**config.mk**
```make
export PLATFORM = sky130hd
export DESIGN_NAME = calc_seq_alu
export DESIGN_NICKNAME = d
export VERILOG_FILES = /design/src/rtl/calc_pkg.sv /design/src/rtl/calc_muldiv_step.sv /design/src/rtl/calc_seq_alu.sv
export SDC_FILE = /design/constraint.sdc
export NUM_CORES = 1
export LEC_CHECK = 0
export CORE_UTILIZATION = 35
export CTS_BUF_LIST = sky130_fd_sc_hd__clkbuf_8
export CTS_CLUSTER_SIZE = 30
export DETAILED_ROUTE_END_ITERATION = 10
export HOLD_SLACK_MARGIN = 0.15
export PLACE_DENSITY = 0.63
export REMOVE_ABC_BUFFERS = 1
export SYNTH_ARGS = -nofsm -noshare
export SYNTH_HDL_FRONTEND = slang
export SYNTH_SLANG_ARGS = --single-unit
export TNS_END_PERCENT = 50
```
**constraint.sdc**
```tcl
create_clock -name CLK -period 8.62 [get_ports CLK]
set_input_delay 2.155 -clock CLK [delete_from_list [all_inputs] [get_ports CLK]]
set_output_delay 2.155 -clock CLK [all_outputs]
set_load 0.05 [all_outputs]
```
**src/rtl/calc_pkg.sv**
```systemverilog
// Shared constants and types for the calculator's sequential arithmetic unit.
package calc_pkg;

    localparam int unsigned CALC_WIDTH = 16;
    localparam int unsigned CALC_CNT_W = 5;
    localparam int unsigned OP_W       = 2;
    localparam int unsigned ST_W       = 2;

    typedef logic [OP_W-1:0] op_t;

    localparam op_t OP_ADD = 2'b00;
    localparam op_t OP_SUB = 2'b01;
    localparam op_t OP_MUL = 2'b10;
    localparam op_t OP_DIV = 2'b11;

    typedef enum logic [ST_W-1:0] {
        ST_IDLE = 2'd0,
        ST_CALC = 2'd1,
        ST_DONE = 2'd2
    } state_e;

    // MUL and DIV iterate one bit per cycle; ADD and SUB finish in one cycle
    function automatic logic is_iterative(input op_t op);
        return op[1];
    endfunction

endpackage

```
**src/rtl/calc_muldiv_step.sv**
```systemverilog
// One iteration of unsigned shift-add multiply or restoring divide.
module calc_muldiv_step
    import calc_pkg::*;
#(
    parameter int unsigned WIDTH = CALC_WIDTH
) (
    input  logic                 is_div_i,
    input  logic [2*WIDTH-1:0]   work_i,
    input  logic [WIDTH-1:0]     opnd_i,
    output logic [2*WIDTH-1:0]   work_nxt_c
);

    logic [WIDTH:0] mul_sum;
    logic [WIDTH:0] div_trial;

    // MUL: work = {partial product, remaining multiplier bits}, shifting right.
    // DIV: work = {remainder, dividend/quotient bits}, shifting left.
    always_comb begin
        mul_sum    = {1'b0, work_i[2*WIDTH-1:WIDTH]}
                   + (work_i[0] ? {1'b0, opnd_i} : (WIDTH+1)'(0));
        div_trial  = work_i[2*WIDTH-1:WIDTH-1] - {1'b0, opnd_i};
        work_nxt_c = {mul_sum, work_i[WIDTH-1:1]};
        if (is_div_i) begin
            if (!div_trial[WIDTH]) begin
                work_nxt_c = {div_trial[WIDTH-1:0], work_i[WIDTH-2:0], 1'b1};
            end else begin
                work_nxt_c = {work_i[2*WIDTH-2:0], 1'b0};
            end
        end
    end

endmodule

```
**src/rtl/calc_seq_alu.sv**
```systemverilog
// Multi-cycle ADD/SUB/MUL/DIV unit feeding the calculator accumulator.
module calc_seq_alu
    import calc_pkg::*;
#(
    parameter int unsigned WIDTH = CALC_WIDTH,
    parameter int unsigned CNT_W = CALC_CNT_W
) (
    input  logic             CLK,
    input  logic             RESET,
    input  logic             start,
    input  logic [OP_W-1:0]  op,
    input  logic [WIDTH-1:0] a,
    input  logic [WIDTH-1:0] b,
    output logic             busy,
    output logic             done,
    output logic             acc_w,
    output logic [WIDTH-1:0] result,
    output logic             ovf,
    output logic             dz
);

    state_e               state_q,  state_d;
    op_t                  op_q,     op_d;
    logic [WIDTH-1:0]     a_q,      a_d;
    logic [WIDTH-1:0]     b_q,      b_d;
    logic [2*WIDTH-1:0]   work_q,   work_d;
    logic [CNT_W-1:0]     cnt_q,    cnt_d;
    logic                 busy_q,   busy_d;
    logic                 done_q,   done_d;
    logic [WIDTH-1:0]     result_q, result_d;
    logic                 ovf_q,    ovf_d;
    logic                 dz_q,     dz_d;

    logic [WIDTH:0]       add_sum;
    logic [WIDTH:0]       sub_diff;
    logic                 last_iter;
    logic [WIDTH-1:0]     step_opnd;
    logic [2*WIDTH-1:0]   work_nxt_c;

    // Multiplicand for MUL, divisor for DIV
    assign step_opnd = (op_q == OP_MUL) ? a_q : b_q;

    calc_muldiv_step #(
        .WIDTH      (WIDTH)
    ) u_step (
        .is_div_i   (op_q == OP_DIV),
        .work_i     (work_q),
        .opnd_i     (step_opnd),
        .work_nxt_c (work_nxt_c)
    );

    assign add_sum   = {1'b0, a_q} + {1'b0, b_q};
    assign sub_diff  = {1'b0, a_q} - {1'b0, b_q};
    assign last_iter = (cnt_q == CNT_W'(WIDTH-1));

    // Next-state and datapath updates
    always_comb begin
        state_d  = state_q;
        op_d     = op_q;
        a_d      = a_q;
        b_d      = b_q;
        work_d   = work_q;
        cnt_d    = cnt_q;
        result_d = result_q;
        ovf_d    = ovf_q;
        dz_d     = dz_q;

        case (state_q)
            ST_IDLE: begin
                if (start) begin
                    op_d   = op;
                    a_d    = a;
                    b_d    = b;
                    cnt_d  = '0;
                    ovf_d  = 1'b0;
                    dz_d   = 1'b0;
                    work_d = (op == OP_DIV) ? {{WIDTH{1'b0}}, a} : {{WIDTH{1'b0}}, b};
                    if (op == OP_DIV && b == '0) begin
                        state_d  = ST_DONE;
                        result_d = '0;
                        dz_d     = 1'b1;
                    end else begin
                        state_d  = ST_CALC;
                    end
                end
            end
            ST_CALC: begin
                if (!is_iterative(op_q)) begin
                    state_d = ST_DONE;
                    if (op_q == OP_ADD) begin
                        result_d = add_sum[WIDTH-1:0];
                        ovf_d    = add_sum[WIDTH];
                    end else begin
                        result_d = sub_diff[WIDTH-1:0];
                        ovf_d    = sub_diff[WIDTH];
                    end
                end else begin
                    work_d = work_nxt_c;
                    cnt_d  = cnt_q + CNT_W'(1);
                    if (last_iter) begin
                        state_d  = ST_DONE;
                        result_d = work_nxt_c[WIDTH-1:0];
                        ovf_d    = (op_q == OP_MUL) ? (|work_nxt_c[2*WIDTH-1:WIDTH]) : 1'b0;
                    end
                end
            end
            ST_DONE: begin
                state_d = ST_IDLE;
            end
            default: begin
                state_d = ST_IDLE;
            end
        endcase

        busy_d = (state_d != ST_IDLE);
        done_d = (state_d == ST_DONE);
    end

    always_ff @(posedge CLK or negedge RESET) begin
        if (!RESET) begin
            state_q  <= ST_IDLE;
            op_q     <= OP_ADD;
            a_q      <= '0;
            b_q      <= '0;
            work_q   <= '0;
            cnt_q    <= '0;
            busy_q   <= 1'b0;
            done_q   <= 1'b0;
            result_q <= '0;
            ovf_q    <= 1'b0;
            dz_q     <= 1'b0;
        end else begin
            state_q  <= state_d;
            op_q     <= op_d;
            a_q      <= a_d;
            b_q      <= b_d;
            work_q   <= work_d;
            cnt_q    <= cnt_d;
            busy_q   <= busy_d;
            done_q   <= done_d;
            result_q <= result_d;
            ovf_q    <= ovf_d;
            dz_q     <= dz_d;
        end
    end

    assign busy   = busy_q;
    assign done   = done_q;
    assign acc_w  = done_q;
    assign result = result_q;
    assign ovf    = ovf_q;
    assign dz     = dz_q;

endmodule

```
==> impl_summary.txt, run 1 <==
----------------------------------------------------
[CTS]
  Clock root cell ... sky130_fd_sc_hd__clkbuf_8
  Clock tree from TritonCTS ... done
  Post-CTS setup buffer count ... 0
  Number of gates given a new drive strength after cts ... 0
  Hold-fix buffer count after cts ... 0
  # H-tree levels ... 3
  Sink count of the clock tree ... between 90 and 100
  CTS Buf Count ... 9
  Clock latency on the worst-skew pair ... 0.40 ns
  Post-CTS clock slew at the launch and capture registers of the worst setup and hold paths ... ~0.10 ns
  Largest buffer count on any clock path ... 2

[Final layout]
  Non-filler instance count after layout ... 1257
  Fraction of layout cells with a size suffix above 1 ... 0.07881
  Layout-stage area growth over the synthesis result ... 12.86%
  Antenna diode instance count ... 0
  Net total in the final layout ... 1080

[Floorplanning]
  Initial Util ... 0.3579
  Die width ... between 150 and 200 µm
  Total Die Area ... 0.02292 mm²
  IO Count ... 58
  Std-Cell Core Area ... 0.02182 mm²
  Die Span Y ... about 150 µm
  Rows ... 54

[Route]
  DRC violation count after routing ... 0
  Detail-routed via count per cell ... 5.641
  Number of DRC violations after detailed-routing iteration 0 ... roughly 540
  Number of iterations in the first detailed-routing pass ... 5
  Detailed-route via count ... around 7000
  Wirelength, routed ... between 20000 and 25000 µm
  Routed length per instance ... roughly 19 µm
  Number of antenna-violating nets in the routed design ... 0

[Setup path]
  Chain of cells forming the critical path ... clkinv_1 -> nand2_1 -> o21ai_0 -> ha_1 -> fa_1 -> nand2b_1 -> a21oi_4 -> o211ai_4 -> mux2i_2 -> a21oi_1 -> a211oi_1 -> and2_1 -> nand4_1 -> nor4_1 -> nor2_1
  Critical Path Start ... op_q[0]
  Worst reg2reg startpoint ... op_q[0]
  Critical path peak fanout ... 22
  FF-to-FF path depth ... 15
  Count of buffering cells on the critical path with inverters included ... 1
  End of the worst register-to-register path ... ovf
  Setup slack of the worst register-to-register path ... a little under 3 ns
  Required time reported for the critical path endpoint ... approximately 8.9 ns
  Data arrival time of the critical path ... roughly 6.0 ns
  Worst path top cell family by delay ... simple AND/OR/NAND/NOR gates
  CP Capture Type ... flop
  Path type of the worst setup path ... flop to flop
  Capturing element of the worst setup path ... ovf
  Number of cells on the critical path ... 15
  Slowest stage cell on the critical path ... sky130_fd_sc_hd__nand2_1
  Longest individual stage delay on the worst path ... about 0.92 ns
  Crit path launch type ... flop

[Run status]
  Status ... completed

[Placed design]
  Cell count after placement ... 1242
  Port Buffer Count ... 57
  Global placer's final weighted congestion ... 0.9212
  Estimated wirelength of the detail-placed design ... about 18000 µm

[Synthesis]
  Most instantiated library cell after synthesis ... sky130_fd_sc_hd__nand2_1
  FFs w/ async S/R, synth ... 1.000
  Synth cell count leaders ... sky130_fd_sc_hd__nand2_1 (149), sky130_fd_sc_hd__dfrtp_1 (93), sky130_fd_sc_hd__o21ai_0 (85), sky130_fd_sc_hd__ha_1 (66), sky130_fd_sc_hd__nor2_1 (65)
  Number of standard cells after synthesis ... 938
  Yosys top cell by area ... sky130_fd_sc_hd__dfrtp_1
  Post-synth design cell area ... about 0.008 mm²
  Sequential fraction of the synthesis area ... 0.2980
  Library cells used by synthesis ... 82
  Post-synthesis average cell area ... around 8.3 µm²
  Primary flip-flop cell chosen by synthesis mapping ... sky130_fd_sc_hd__dfrtp_1
  Number of synthesized register bits ... just over 90
  Synth top area share ... 0.2980
  Dominant cells by area after synthesis ... sky130_fd_sc_hd__dfrtp_1 (30%), sky130_fd_sc_hd__ha_1 (11%), sky130_fd_sc_hd__nand2_1 (7.2%)
  Ys Warns ... 0
  Number of synthesized flops with an enable pin ... 0

[STA]
  Total count of max-transition violations in the final report ... 0
  Final setup fails ... 0
  Rel. slew slack ... 0.2365
  Slew of the pin with the lowest slew margin ... around 1.1 ns
  Final Hold Viols ... 0
  Setup Skew ... 0.01104 ns
  Final TNS setup ... 0 ns
  Setup repair after global routing missed its margin ... false
  Final critical delay including setup and external delays ... 5.718 ns
  Period Utilization, post-route ... 0.6633
  Upper clock frequency limit ... around 0.17 GHz

[Global routing]
  Global routing usage on met3 ... 0.03614
  Met1 usage in global routing ... 0.3047
  Top Usage Layer GRT ... met2
  Gr ovfl total ... 0
  Number of antenna violations at the first check in global routing ... 0
  Global routing met2 resource utilization ... 0.3516
  Maximum number of pins on one net before global-route repair ... between 60 and 70
  Number of global-route vias before repair ... between 7000 and 8000
  All-layer global routing usage ... 0.2232
  Global-route wire length before repair ... approximately 39000 µm

[Job]
  Number of violations of the max-capacitance limit ... 0

[Hold path]
  Type of the worst min-delay path ... flop to flop

----------------------------------------------------
==> routing by layer <==
metal / share of wire / up-vias
li1: - / 3426
met1: 0.46 / 3374
met2: 0.45 / 249
met3: 0.058 / 42
met4: 0.030 / 0
met5: 0 / -
==> flip-flops by register name (all words and copies together) (netlist names) <==
name	flops
ovf	1
result	16
op_q	2
state_q	2
work_q	32
busy	1
acc_w	1
cnt_q	5
dz	1
b_q	16
a_q	16
==> cell families (layout without fill, tap and decap cells) <==
group           after synthesis  count (layout)  synth area share
compound gates              270             270            0.2262
xor+xnor                     36              36           0.04037
fa+ha+maj                    70              70            0.1160
buf+inv                      82             121           0.04357
flops                        93              93            0.2980
mux                          56              56           0.07738
simple gates                331             331            0.1985
==> placed cells by master, fill, tap and decap left out, types with 10 or more instances in the layout <==
cell type	count
sky130_fd_sc_hd__ha_1	66
sky130_fd_sc_hd__xnor2_1	25
sky130_fd_sc_hd__a21oi_1	57
sky130_fd_sc_hd__a21o_1	17
sky130_fd_sc_hd__buf_4	11
sky130_fd_sc_hd__nand2_1	149
sky130_fd_sc_hd__o21ai_0	85
sky130_fd_sc_hd__xor2_1	11
sky130_fd_sc_hd__mux2i_1	35
sky130_fd_sc_hd__clkdlybuf4s50_1	56
sky130_fd_sc_hd__inv_1	37
sky130_fd_sc_hd__a211oi_1	13
sky130_fd_sc_hd__a22o_1	12
sky130_fd_sc_hd__nand3_1	14
sky130_fd_sc_hd__nor2b_1	24
sky130_fd_sc_hd__nor2_1	64
sky130_fd_sc_hd__mux2_2	17
sky130_fd_sc_hd__dfrtp_1	93
sky130_fd_sc_hd__nor3_1	17
sky130_fd_sc_hd__o21a_1	10
==> worst min path at each step <==
stage / start / endpoint / slack, ns / cells past startpoint
after floorplan: cnt_q[4] / cnt_q[4] / 0.45 / 2
after global placement: cnt_q[4] / cnt_q[4] / 0.46 / 2
after detailed placement: dz / dz / 0.47 / 1
after CTS: dz / dz / 0.49 / 1
after global routing: dz / dz / 0.52 / 1
final: dz / dz / 0.48 / 1
==> area by class of cell <==
class                           count  area (µm²)
Sequential cell                    93        2327
Tap cell                          280       350.3
Fill cell                        2227       13010
Inverter                           39       146.4
Timing Repair Buffer               67       643.1
Clock inverter                      6       72.57
Clock buffer                        9       123.9
Multi-Input combinational cell    763        5151
==> per-stage QoR <==
step                hold WS, ns  cell area (µm²)  worst slack [ns]    util
floorplan                0.4498             7616             3.903       -
global placement         0.4617             8618             3.124  0.3949
detailed placement       0.4680             8618             2.994  0.3949
CTS                      0.4910             8815             2.944  0.4039
global route             0.5178             8815             2.452  0.4039
finish                   0.4820             8815             2.902  0.4039
==> worst register-to-register path, cell delays in order (launching register included) <==
cell and delay (ns):
sky130_fd_sc_hd__dfrtp_1 0.90, sky130_fd_sc_hd__clkinv_1 0.71, sky130_fd_sc_hd__nand2_1 0.92, sky130_fd_sc_hd__o21ai_0 0.25, sky130_fd_sc_hd__ha_1 0.28, sky130_fd_sc_hd__fa_1 0.42
sky130_fd_sc_hd__nand2b_1 0.21, sky130_fd_sc_hd__a21oi_4 0.20, sky130_fd_sc_hd__o211ai_4 0.12, sky130_fd_sc_hd__mux2i_2 0.41, sky130_fd_sc_hd__a21oi_1 0.24, sky130_fd_sc_hd__a211oi_1 0.29
sky130_fd_sc_hd__and2_1 0.21, sky130_fd_sc_hd__nand4_1 0.10, sky130_fd_sc_hd__nor4_1 0.27, sky130_fd_sc_hd__nor2_1 0.07
Power of run 1 is left out: the tool's default activity adds up to more than one toggle a clock period on the data nets, which glitch-free logic cannot reach.
==> inputs of run 2 (changes only) <==
- clock period: 8.62 -> 5.8 ns (I/O delays scaled with it)
==> run 2 against run 1 <==
  * First-iteration DRC count up 24%
  * Global-route usage down 0.083 points
  * Largest cell class unchanged
  * Clock-buffer cell count unchanged
==> impl_summary.txt, run 2 (synthesized netlist as in run 1, its figures left out) <==
----------------------------------------------------
[CTS]
  Post-CTS setup buffer count ... 0
  Clock latency on the worst-skew pair ... ~0.40 ns
  Sink count of the clock tree ... 93
  Largest buffer count on any clock path ... 2
  Clock root cell ... sky130_fd_sc_hd__clkbuf_8
  Clock tree from TritonCTS ... done
  CTS Buf Count ... 9
  Post-CTS clock slew at the launch and capture registers of the worst setup and hold paths ... between 0.1 and 0.15 ns
  # H-tree levels ... 3
  Hold-fix buffer count after cts ... 0
  Number of gates given a new drive strength after cts ... 0

[Setup path]
  Most common cell on crit path ... sky130_fd_sc_hd__nor4_1
  Worst reg2reg startpoint ... op_q[0]
  Critical Path Start ... op_q[0]
  End of the worst register-to-register path ... ovf
  Slowest stage cell on the critical path ... sky130_fd_sc_hd__nand2_1
  CP Capture Type ... flop
  Data arrival time of the critical path ... 5.14 ns
  Setup slack of the worst register-to-register path ... 0.94 ns
  Critical path peak fanout ... 17
  FF-to-FF path depth ... 15
  Longest individual stage delay on the worst path ... approximately 0.64 ns
  Crit path launch type ... flop
  Chain of cells forming the critical path ... clkinv_1 -> buf_4 -> nand2_1 -> mux2i_1 -> ha_1 -> a21oi_1 -> o21ai_2 -> nor4_1 -> mux2i_2 -> nand2_2 -> o221ai_1 -> nor4_2 -> nand4_1 -> nor4_1 -> nor2_1
  Capturing element of the worst setup path ... ovf
  Required time reported for the critical path endpoint ... 6.08 ns
  Path type of the worst setup path ... flop to flop

[STA]
  Final setup fails ... 0
  Upper clock frequency limit ... a little over 0.2 GHz
  Slew of the pin with the lowest slew margin ... roughly 1.2 ns
  Rel. slew slack ... 0.2278
  Final TNS setup ... 0 ns
  Setup repair after global routing missed its margin ... false
  Final critical delay including setup and external delays ... approximately 4.9 ns
  Total count of max-transition violations in the final report ... 0
  Final Hold Viols ... 0
  Setup Skew ... between 0.01 and 0.015 ns
  Final WS setup ... 0.9360 ns
  Period Utilization, post-route ... 0.8386

[Final layout]
  Non-filler instance count after layout ... around 1300
  Most common library cell in the layout ignoring fill and taps ... sky130_fd_sc_hd__nand2_1
  Top reg by flops ... work_q
  Fraction of layout cells with a size suffix above 1 ... 0.07967
  Max reg flops ... 32
  Leading cell types in the layout, fill and taps excluded ... sky130_fd_sc_hd__nand2_1 (149), sky130_fd_sc_hd__dfrtp_1 (93), sky130_fd_sc_hd__o21ai_0 (85)
  Antenna diode instance count ... 0
  Finished layout cell area ... 0.008847 mm²
  Net total in the final layout ... about 1100
  Layout-stage area growth over the synthesis result ... 13.28%
  Number of inserted filler cells in the final layout ... roughly 2200

[Job]
  Number of violations of the max-capacitance limit ... 0

[Route]
  Number of DRC violations after detailed-routing iteration 0 ... between 600 and 700
  Number of iterations in the first detailed-routing pass ... 5
  Detailed-route via count ... approximately 7200
  DRC violation count after routing ... 0
  Wirelength, routed ... ~24000 µm
  Detail-routed via count per cell ... roughly 5.7
  Number of antenna-violating nets in the routed design ... 0
  Routed length per instance ... between 15 and 20 µm

[Placed design]
  Port Buffer Count ... between 50 and 60
  Total cell area at the placement stage ... 0.008626 mm²
  Global placer's final weighted congestion ... 0.9247
  Cell count after placement ... roughly 1200
  Setup WS pre-CTS ... between 1 and 1.5 ns
  Estimated wirelength of the detail-placed design ... 17800 µm

[Global routing]
  Maximum number of pins on one net before global-route repair ... 56
  Number of global-route vias before repair ... 6944
  Global-route wire length before repair ... about 39000 µm
  All-layer global routing usage ... 0.2224
  Gr ovfl total ... 0
  Number of antenna violations at the first check in global routing ... 0

[Floorplanning]
  Total Die Area ... ~0.023 mm²
  Std-Cell Core Area ... 0.02182 mm²
  IO Count ... 58
  Die width ... 151.4 µm
  Initial Util ... 0.3579
  Die Span Y ... between 150 and 200 µm
  Rows ... 54

[Run status]
  Status ... completed

[Hold path]
  Type of the worst min-delay path ... flop to flop

----------------------------------------------------
[run 2: cell types whose count changed in the layout (fill, tap and decap cells not counted)]
cell                        before  now
sky130_fd_sc_hd__buf_4          11   12
sky130_fd_sc_hd__bufinv_16       1    2
sky130_fd_sc_hd__clkinv_4        2    1
sky130_fd_sc_hd__inv_1          37   38
[run 2: worst min path at each step]
stage | from | end | slack [ns] | cells past startpoint
floorplan | cnt_q[4] | cnt_q[4] | 0.45 | 2
global placement | cnt_q[4] | cnt_q[4] | 0.46 | 2
detailed placement | cnt_q[4] | cnt_q[4] | 0.47 | 2
CTS | cnt_q[4] | cnt_q[4] | 0.50 | 2
global route | result[7] | result[7] | 0.53 | 1
finish | cnt_q[4] | cnt_q[4] | 0.50 | 2
[run 2: stage by stage]
step	hold slack, ns	utilization
floorplan	0.4498	-
global placement	0.4640	0.3953
detailed placement	0.4716	0.3953
CTS	0.4960	0.4054
global route	0.5332	0.4054
finish	0.4965	0.4054
[run 2: critical path: cells and delay by family, from the launching register on]
kind | cells | cell delay [ns]
AO/OA/AOI/OAI | 3 | 0.50
adder cells (fa/ha/maj) | 1 | 0.40
buffers and inverters | 2 | 0.27
flip-flops | 1 | 0.39
multiplexers | 2 | 0.87
AND/OR/NAND/NOR | 7 | 2.28
[run 2: layer usage]
metal  part of all wire  track usage
met5                  0            0
met4              0.034      0.08450
met3              0.069      0.03524
met1               0.45       0.3018
met2               0.45       0.3532
[run 2: layout make-up]
| class | count | area (µm²) | area share |
|---|---|---|---|
| multi-input cells | 763 | 5151 | 0.5822 |
| flip-flops and latches | 93 | 2327 | 0.2630 |
| repair buffers | 68 | 650.6 | 0.07354 |
| well taps | 280 | 350.3 | 0.03960 |
| inverters | 39 | 146.4 | 0.01655 |
| clock buffers | 9 | 123.9 | 0.01400 |
| clock inverters | 7 | 97.59 | 0.01103 |
Power of run 2 is left out for the same reason.
==> inputs of run 3 (changes only) <==
- clock period: 5.8 -> 5 ns (I/O delays scaled with it)
==> run 3 against run 2 <==
  * Non-clock buffer count increased by 3
  * Design area decreased by 0.16%
  * Clock skew increased by 0.0072 ns
  * Worst hold slack got worse by 0.0036 ns
  * Critical path type unchanged
==> impl_summary.txt, run 3 (synthesized netlist as in run 1, its figures left out) <==
----------------------------------------------------
[Run status]
  Status ... completed

[Hold path]
  Capture endpoint of the worst hold path ... cnt_q[4]
  Hold Path Cell Cnt ... 2
  Source of the worst hold timing path ... cnt_q[4]
  Type of the worst min-delay path ... flop to flop

[STA]
  Final critical delay including setup and external delays ... between 4 and 5 ns
  Rel. slew slack ... 0.1984
  Final setup fails ... 0
  Slew of the pin with the lowest slew margin ... around 1.2 ns
  Upper clock frequency limit ... approximately 0.25 GHz
  Total count of max-transition violations in the final report ... 0
  Period Utilization, post-route ... 0.8103
  Setup repair after global routing missed its margin ... false
  Final Hold Viols ... 0
  Setup Skew ... between 0.02 and 0.025 ns
  Final TNS setup ... 0 ns

[Route]
  DRC violation count after routing ... 0
  Number of iterations in the first detailed-routing pass ... 5
  Number of antenna-violating nets in the routed design ... 0
  Routed length per instance ... approximately 19 µm
  Wirelength, routed ... approximately 24000 µm
  Number of DRC violations after detailed-routing iteration 0 ... just over 600
  Detail-routed via count per cell ... between 5 and 6
  Detailed-route via count ... between 7000 and 8000

[CTS]
  CTS Buf Count ... 9
  # H-tree levels ... 3
  Largest buffer count on any clock path ... 2
  Post-CTS clock slew at the launch and capture registers of the worst setup and hold paths ... between 0.1 and 0.15 ns
  Sink count of the clock tree ... between 90 and 100
  Hold-fix buffer count after cts ... 0
  Number of gates given a new drive strength after cts ... 0
  Clock latency on the worst-skew pair ... ~0.4 ns
  Clock root cell ... sky130_fd_sc_hd__clkbuf_8
  Post-CTS setup buffer count ... 0
  Clock tree from TritonCTS ... done

[Setup path]
  Required time reported for the critical path endpoint ... approximately 5.3 ns
  CP Capture Type ... flop
  Path type of the worst setup path ... flop to flop
  Critical path peak fanout ... 14
  End of the worst register-to-register path ... ovf
  Setup slack of the worst register-to-register path ... roughly 0.95 ns
  Worst reg2reg startpoint ... op_q[0]
  Data arrival time of the critical path ... between 4 and 5 ns
  Crit path launch type ... flop
  Critical Path Start ... op_q[0]
  FF-to-FF path depth ... 16

[Placed design]
  Global placer's final weighted congestion ... slightly below 1
  Port Buffer Count ... 57
  Estimated wirelength of the detail-placed design ... 18330 µm

[Floorplanning]
  Total Die Area ... about 0.023 mm²
  Std-Cell Core Area ... roughly 0.022 mm²
  Rows ... 54
  Die Span Y ... roughly 150 µm
  Initial Util ... 0.3579
  IO Count ... 58
  Die width ... between 150 and 200 µm

[Final layout]
  Top reg by flops ... work_q
  Max reg flops ... 32
  Layout-stage area growth over the synthesis result ... 13.10%
  Net total in the final layout ... 1084
  Antenna diode instance count ... 0
  Leading cell types in the layout, fill and taps excluded ... sky130_fd_sc_hd__nand2_1 (149), sky130_fd_sc_hd__dfrtp_1 (93), sky130_fd_sc_hd__o21ai_0 (85)
  Multi-input combinational cell area ... a little over 0.005 mm²
  Fraction of layout cells with a size suffix above 1 ... 0.08248
  Most common library cell in the layout ignoring fill and taps ... sky130_fd_sc_hd__nand2_1
  Footprint of the flip-flops and latches ... about 0.0023 mm²
  Number of inserted filler cells in the final layout ... approximately 2200

[Global routing]
  Number of antenna violations at the first check in global routing ... 0
  Maximum number of pins on one net before global-route repair ... 61
  Gr ovfl total ... 0
  Global-route wire length before repair ... around 40000 µm
  Number of global-route vias before repair ... 7074
  All-layer global routing usage ... 0.2262

[Job]
  Number of violations of the max-capacitance limit ... 0

----------------------------------------------------
## run 3: critical path, cell delays in order (launching register included)
cell and delay [ns]:
sky130_fd_sc_hd__dfrtp_1 0.36, sky130_fd_sc_hd__clkinv_1 0.09, sky130_fd_sc_hd__nand2_1 0.17, sky130_fd_sc_hd__buf_4 0.30, sky130_fd_sc_hd__o21ai_0 0.15, sky130_fd_sc_hd__ha_1 0.23, sky130_fd_sc_hd__fa_1 0.43, sky130_fd_sc_hd__nand2b_1 0.21
sky130_fd_sc_hd__a21oi_4 0.21, sky130_fd_sc_hd__o211ai_4 0.13, sky130_fd_sc_hd__mux2i_2 0.46, sky130_fd_sc_hd__nand2_2 0.20, sky130_fd_sc_hd__mux2_1 0.37, sky130_fd_sc_hd__o21ai_2 0.13, sky130_fd_sc_hd__nand4_1 0.12, sky130_fd_sc_hd__nor4_1 0.29
sky130_fd_sc_hd__nor2_1 0.07
## run 3: routing by layer
layer  track usage  vias up  wire length (µm)
met1        0.3061     3428             11010
met2        0.3575      296             11140
met4       0.07250        0               599
li1              -     3438                 -
met3       0.04759       45              1740
met5             0        -                 0
## run 3: final cells by class
type | count | area share
Multi-Input combinational cell | 763 | 0.5831
Sequential cell | 93 | 0.2635
Timing Repair Buffer | 71 | 0.07620
Tap cell | 280 | 0.03966
Inverter | 39 | 0.01657
Clock buffer | 10 | 0.01558
Clock inverter | 6 | 0.005382
## run 3: worst max path at each step
stage / to / cells past startpoint
after detailed placement: ovf / 16
after global placement: result[15] / 7
after global routing: ovf / 19
final: ovf / 16
after floorplan: ovf / 15
after CTS: ovf / 16
## run 3: through the flow
step,cell area [µm²],instances,setup WS (ns),hold WS [ns],util
2_1_floorplan,7616,895,0.4797,0.4498,-
3_3_place_gp,8648,1246,1.109,0.4638,0.3963
3_5_place_dp,8648,1246,1.048,0.4705,0.3963
4_1_cts,8833,1262,1.019,0.4932,0.4048
5_1_grt,8833,1262,0.7139,0.5280,0.4048
6_report,8833,1262,0.9486,0.4929,0.4048
Power of run 3 is left out for the same reason.
